## src/rtl/dice_result_capture_if.sv

```systemverilog
// Dice result capture bus.
// Groups the roll inputs (button, throw) and all capture outputs so the
// capture block and its driver share one bundle.
//   button       : roll button, high while the dice is rolling
//   throw        : dice counter value, legal range 1..6
//   result       : last captured legal throw, 0 = none yet
//   result_valid : one-cycle pulse when result updates
//   leds         : registered pip pattern of result
//   total        : saturating sum of captured results
//   roll_count   : wrapping count of captured results
//   double_flag  : latest capture repeated the previous one
//   err          : sticky, an illegal throw was captured
interface dice_result_capture_if;
    logic       button;
    logic [2:0] throw;
    logic [2:0] result;
    logic       result_valid;
    logic [6:0] leds;
    logic [7:0] total;
    logic [7:0] roll_count;
    logic       double_flag;
    logic       err;

    modport master (
        output button, throw,
        input  result, result_valid, leds, total, roll_count, double_flag, err
    );

    modport slave (
        input  button, throw,
        output result, result_valid, leds, total, roll_count, double_flag, err
    );
endinterface

```

## src/rtl/dice_result_capture.sv

```systemverilog
// Dice result capture.
// Watches the roll button; when it is released after a roll, the frozen
// dice value is captured, shown on the pip LEDs and accumulated.
//   clk : system clock, rising edge
//   rst : synchronous, active-high reset
//   bus : dice_result_capture_if.slave (button/throw in, results out)
//
// state   | meaning
// IDLE    | waiting for the button to go high
// ROLLING | button held, dice counter running
// CAPTURE | one cycle after release; captured value is on the outputs
module dice_result_capture (
    input  logic                  clk,
    input  logic                  rst,
    dice_result_capture_if.slave  bus
);

    typedef enum logic [1:0] {
        IDLE    = 2'd0,
        ROLLING = 2'd1,
        CAPTURE = 2'd2
    } state_t;

    state_t     state, state_nxt;
    logic       button_d;
    logic       fall;
    logic       capture;
    logic       legal;
    logic [8:0] sum_wide;
    logic [7:0] total_sat;
    logic [2:0] result_nxt;
    logic [6:0] leds_nxt;

    logic [2:0] result_q;
    logic       result_valid_q;
    logic [6:0] leds_q;
    logic [7:0] total_q;
    logic [7:0] roll_count_q;
    logic       double_flag_q;
    logic       err_q;

    assign fall  = button_d & ~bus.button;
    assign legal = (bus.throw != 3'd0) && (bus.throw != 3'd7);

    always_comb begin
        state_nxt = state;
        capture   = 1'b0;
        case (state)
            IDLE: begin
                if (bus.button) state_nxt = ROLLING;
            end
            ROLLING: begin
                if (fall) begin
                    state_nxt = CAPTURE;
                    capture   = 1'b1;
                end
            end
            CAPTURE: begin
                state_nxt = bus.button ? ROLLING : IDLE;
            end
            default: state_nxt = IDLE;
        endcase
    end

    // Ninth bit of the sum flags overflow past 255.
    assign sum_wide  = {1'b0, total_q} + {6'b0, bus.throw};
    assign total_sat = sum_wide[8] ? 8'hFF : sum_wide[7:0];

    assign result_nxt = (capture && legal) ? bus.throw : result_q;

    // LEDs are computed from the next state/result so they change on the
    // same edge as result; blank while rolling or before the first result.
    always_comb begin
        leds_nxt = 7'h00;
        if (state_nxt != ROLLING) begin
            case (result_nxt)
                3'd1:    leds_nxt = 7'h01;
                3'd2:    leds_nxt = 7'h42;
                3'd3:    leds_nxt = 7'h43;
                3'd4:    leds_nxt = 7'h66;
                3'd5:    leds_nxt = 7'h67;
                3'd6:    leds_nxt = 7'h7E;
                default: leds_nxt = 7'h00;
            endcase
        end
    end

    always_ff @(posedge clk) begin
        if (rst) begin
            state          <= IDLE;
            button_d       <= 1'b0;
            result_q       <= 3'd0;
            result_valid_q <= 1'b0;
            leds_q         <= 7'h00;
            total_q        <= 8'd0;
            roll_count_q   <= 8'd0;
            double_flag_q  <= 1'b0;
            err_q          <= 1'b0;
        end else begin
            state          <= state_nxt;
            button_d       <= bus.button;
            result_valid_q <= capture && legal;
            leds_q         <= leds_nxt;
            if (capture) begin
                if (legal) begin
                    result_q      <= bus.throw;
                    total_q       <= total_sat;
                    roll_count_q  <= roll_count_q + 8'd1;
                    double_flag_q <= (roll_count_q != 8'd0) && (bus.throw == result_q);
                end else begin
                    err_q <= 1'b1;
                end
            end
        end
    end

    assign bus.result       = result_q;
    assign bus.result_valid = result_valid_q;
    assign bus.leds         = leds_q;
    assign bus.total        = total_q;
    assign bus.roll_count   = roll_count_q;
    assign bus.double_flag  = double_flag_q;
    assign bus.err          = err_q;

endmodule

```

## src/flat_wrapper.sv

```systemverilog
// flat-port wrapper written by rule: the top's interface ports become plain ports
module dice_result_capture_flat 
  (clk, rst, bus_button, bus_throw, bus_result, bus_result_valid, bus_leds, bus_total, bus_roll_count, bus_double_flag, bus_err);
  dice_result_capture_if bus_i ();
  input  logic clk;
  input  logic rst;
  input wire logic [$bits(bus_i.button)-1:0] bus_button;
  input wire logic [$bits(bus_i.throw)-1:0] bus_throw;
  output wire logic [$bits(bus_i.result)-1:0] bus_result;
  output wire logic [$bits(bus_i.result_valid)-1:0] bus_result_valid;
  output wire logic [$bits(bus_i.leds)-1:0] bus_leds;
  output wire logic [$bits(bus_i.total)-1:0] bus_total;
  output wire logic [$bits(bus_i.roll_count)-1:0] bus_roll_count;
  output wire logic [$bits(bus_i.double_flag)-1:0] bus_double_flag;
  output wire logic [$bits(bus_i.err)-1:0] bus_err;
  assign bus_i.button = bus_button;
  assign bus_i.throw = bus_throw;
  assign bus_result = bus_i.result;
  assign bus_result_valid = bus_i.result_valid;
  assign bus_leds = bus_i.leds;
  assign bus_total = bus_i.total;
  assign bus_roll_count = bus_i.roll_count;
  assign bus_double_flag = bus_i.double_flag;
  assign bus_err = bus_i.err;
  dice_result_capture u_core (.clk(clk), .rst(rst), .bus(bus_i));
endmodule
```

## config.mk

```make
export PLATFORM = sky130hd
export DESIGN_NAME = dice_result_capture_flat
export DESIGN_NICKNAME = d
export VERILOG_FILES = /design/src/rtl/dice_result_capture_if.sv /design/src/rtl/dice_result_capture.sv /design/src/flat_wrapper.sv
export SDC_FILE = /design/constraint.sdc
export NUM_CORES = 1
export LEC_CHECK = 0
export ABC_CLOCK_PERIOD_IN_PS = 1520
export BUFFER_PORTS_ARGS = -buffer_cell sky130_fd_sc_hd__buf_4
export CORE_ASPECT_RATIO = 0.7
export CORE_UTILIZATION = 35
export CTS_BUF_LIST = sky130_fd_sc_hd__clkbuf_16
export DETAILED_ROUTE_END_ITERATION = 12
export PLACE_DENSITY = 0.61
export SLEW_MARGIN = 0
export SYNTH_ARGS = -nofsm -noshare
export SYNTH_HDL_FRONTEND = slang
export SYNTH_SLANG_ARGS = --single-unit
```

## constraint.sdc

```tcl
create_clock -name clk -period 1.52 [get_ports clk]
set_input_delay 0 -clock clk [delete_from_list [all_inputs] [get_ports clk]]
set_output_delay 0 -clock clk [all_outputs]
set_load 0.005 [all_outputs]
```

==> results.sh <==
export IMPL_critPathLaunchType="register"
export IMPL_route_detailed_drc=0
export IMPL_dp_hpwl_um=2735
export IMPL_cap_violations=0
export IMPL_worstSetupEndpointType="register"
export IMPL_critPathKind="reg -> reg"
export IMPL_synth_top_area_share_pct=38.10
export IMPL_grt_pass1_wl_um=6368
export IMPL_clk_pin_slew_ns=0.05
export IMPL_fill_cells=365
export IMPL_synth_nets=192
export IMPL_slowest_stage="fa_2"
export IMPL_p_clk_share_pct=50.0
export IMPL_synth_edf_count=0
export IMPL_reg2reg_slack_ns=-0.004
export IMPL_max_stage_delay_ns=0.34
export IMPL_post_route_util_pct=55.33
export IMPL_core_um2=4041
export IMPL_gp_congestion=0.7642
export IMPL_port_buffers=34
export IMPL_area_growth_pct=46.72
export IMPL_drive_above_1_share_pct=36.25
export IMPL_powerDensity_nw_per_um2=816.9
export IMPL_slew_headroom_pct=70.76
export IMPL_yosys_warnings=0
export IMPL_yosysSeqAreaShare_pct=38.10
export IMPL_worst_pin_slew_ns=0.4276
export IMPL_grt_pass1_vias=1320
export IMPL_min_path_type="in -> reg"
export IMPL_postSynth_asyncResetShare_pct=0
export IMPL_dieHeight_um=57.21
export IMPL_htree_levels=2
export IMPL_p_comb_share_pct=7.6
export IMPL_avgSynthCellArea_um2=8.466
export IMPL_drt_iter0_drc=74
export IMPL_drt_pass1_iter_count=4
export IMPL_crit_fanout=7
export IMPL_status="complete, but fails checks"
export IMPL_finalHoldViolCount=0
export IMPL_path_cells="ha_4 -> fa_2 -> a21o_4 -> nor4b_4 -> a211oi_2"
export IMPL_ios=35
export IMPL_ys_seq_elements=29
export IMPL_cts_path_max_buffers=2
export IMPL_wl_um=3918
export IMPL_violations="setup timing"
export IMPL_grt_use_total_pct=18.76
export IMPL_antenna_found_initial=0
export IMPL_dieArea_um2=4627
export IMPL_cts_made_buffers=5
export IMPL_synthFlopType="dfxtp_1"
export IMPL_synth_area_leaders="dfxtp_1, nand2_1, a21oi_1"
export IMPL_required_ns=1.67
export IMPL_num_rows=19
export IMPL_p_switching_w=0.0004077
export IMPL_viasPerCell=5.199
export IMPL_pwr_share_seq_pct=42.4
export IMPL_final_setup_tns_ns=-0.004169
export IMPL_final_antenna_net_count=0
export IMPL_cts_root_buf="clkbuf_16"
export IMPL_netlist_area_um2=1524
export IMPL_nNetsFinal=251
export IMPL_setup_ws_ns=-0.004169
export IMPL_syn_inst=180
export IMPL_synth_cell_types=47
export IMPL_ir_worst_vdd_v=0.0005111
export IMPL_fin_area_um2=2236
export IMPL_p_int_w=0.001419
export IMPL_grt_setup_unrepaired="true"
export IMPL_p_sw_share_pct=22.32
export IMPL_initial_utilization_pct=37.71
export IMPL_finalCriticalPeriod_ns=1.524
export IMPL_max_freq_mhz=656.1
export IMPL_power_w=0.001826
export IMPL_n_antenna_cell=0
export IMPL_slew_viol_final=0
export IMPL_fin_worst_skew_ns=0.002553
export IMPL_cp_arrival_ns=1.68
export IMPL_cts_sinks=29
export IMPL_synth_top_cell_by_area="dfxtp_1"
export IMPL_setup_viol=1
export IMPL_dpl_worst_slack_ns=-0.02833
export IMPL_cts_tree="done"
export IMPL_power_leakage_nw=0.9247
export IMPL_wl_per_cell_um=13.42
export IMPL_die_x_um=80.87
export IMPL_grt_overflow=0
export IMPL_period_share_pct=100.3
export IMPL_clk_latency_ns=0.28
export IMPL_grt_max_degree=27
export IMPL_placed_area_um2=1963
export IMPL_num_vias=1518
-- through the flow --
step                      hold WS [ns]  instances
after floorplan                 0.1282        180
after global placement          0.2415        279
after detailed placement        0.2463        279
after CTS                      0.06133        288
after global routing           0.03378        292
final                          0.01333        292
-- timing repair --
action                                  CTS  global route
endpoints found under the setup margin    4            12
gates resized for setup                   5            16
pin swaps                                 0            16
hold buffers                              1             0
buffers inserted                          0             4
endpoints found under the hold margin     1             0
-- final timing paths --
path / start / to / cells past startpoint
worst max register to register: u_core.bus.total[0]$_SDFFE_PP0P_ / u_core.bus.total[7]$_SDFFE_PP0P_ / 5
worst max-delay path: u_core.bus.total[0]$_SDFFE_PP0P_ / u_core.bus.total[7]$_SDFFE_PP0P_ / 5
worst min register to register: u_core.bus.double_flag$_SDFFE_PP0P_ / u_core.bus.double_flag$_SDFFE_PP0P_ / 2
worst min-delay path: bus_button / u_core.state[0]$_SDFF_PP0_ / 3
-- routing by layer --
metal  global-route usage (%)  vias to the layer above  wire length (um)
li1                         -                      765                 -
met1                    27.05                      703              1949
met2                    24.97                       45              1668
met3                    6.720                        5               239
met4                    7.653                        0                61
met5                        0                        -                 0
-- worst max-delay path: cells and delay by family, from the launching register on --
kind | cells | cell delay (ns)
adder cells (fa/ha/maj) | 2 | 0.50
AND/OR/NAND/NOR | 1 | 0.26
flip-flops | 1 | 0.33
AO/OA/AOI/OAI | 2 | 0.31
-- power by group through the flow --
stage / Clock [W] / Sequential, W / Combinational [W]
final: 0.000913 / 0.000775 / 0.000139
after global routing: 0.000982 / 0.000774 / 0.000152
after global placement: 0 / 0.000790 / 0.000121
after detailed placement: 0 / 0.000790 / 0.000121
after CTS: 0.000940 / 0.000775 / 0.000128
after floorplan: 0 / 0.000791 / 0.0000706
-- logic make-up after synthesis --
kind of cell             synth area share, %
AND/OR/NAND/NOR                        25.70
AO/OA/AOI/OAI                          18.97
flip-flops                             38.10
buffers and inverters                  7.717
XOR/XNOR                               3.448
adder cells (fa/ha/maj)                5.419
multiplexers                          0.6568
-- sequential cells by signal, summed over array words and instances, names as in the netlist --
signal,count
u_core.bus.double_flag,1
u_core.state,2
u_core.bus.total,8
u_core.bus.result_valid,1
u_core.button_d,1
u_core.bus.roll_count,8
u_core.bus.result,3
u_core.bus.err,1
u_core.bus.leds,4
-- final cells by class --
cell class              count  area (um^2)  area share [%]
clock buffers               5        125.1           5.596
clock inverters             3        11.26          0.5036
inverters                   8        30.03           1.343
multi-input cells         130        920.9           41.19
flip-flops and latches     29        585.6           26.19
well taps                  52        65.06           2.910
repair buffers             65        498.0           22.27
-- synthesized netlist by cell type (2+ instances only) --
library cell,instances
dfxtp_1,29
nand2_1,18
a21oi_1,13
nor2_1,12
inv_1,8
o21ai_0,8
a31oi_1,7
nand3_1,6
and3_1,5
clkbuf_1,5
ha_1,5
or3_1,5
buf_4,4
nor3_1,4
o31ai_1,4
xor2_1,4
a21o_1,3
buf_6,3
nand4_1,3
or4_1,3
a22oi_1,2
nor2b_1,2
nor4b_1,2
xnor2_1,2
-- placed cells by master (no fill, tap or decap), types with 2 or more instances in the layout --
cell       count
xor2_1         3
nor2_1        12
nand3_1        6
and3_1         5
o21ai_0        5
a22oi_1        2
dfxtp_1       27
or4_1          2
a21o_1         2
nor2b_1        2
or3_1          5
clkbuf_16      5
a21oi_1       12
buf_4         62
nand2_1       18
buf_6          2
o21ai_1        4
xnor2_1        2
nor3_1         4
nand4_1        3
ha_4           2
o31ai_1        4
a31oi_1        7
inv_1         11
ha_1           3
Power figures use the tool's default switching activity.
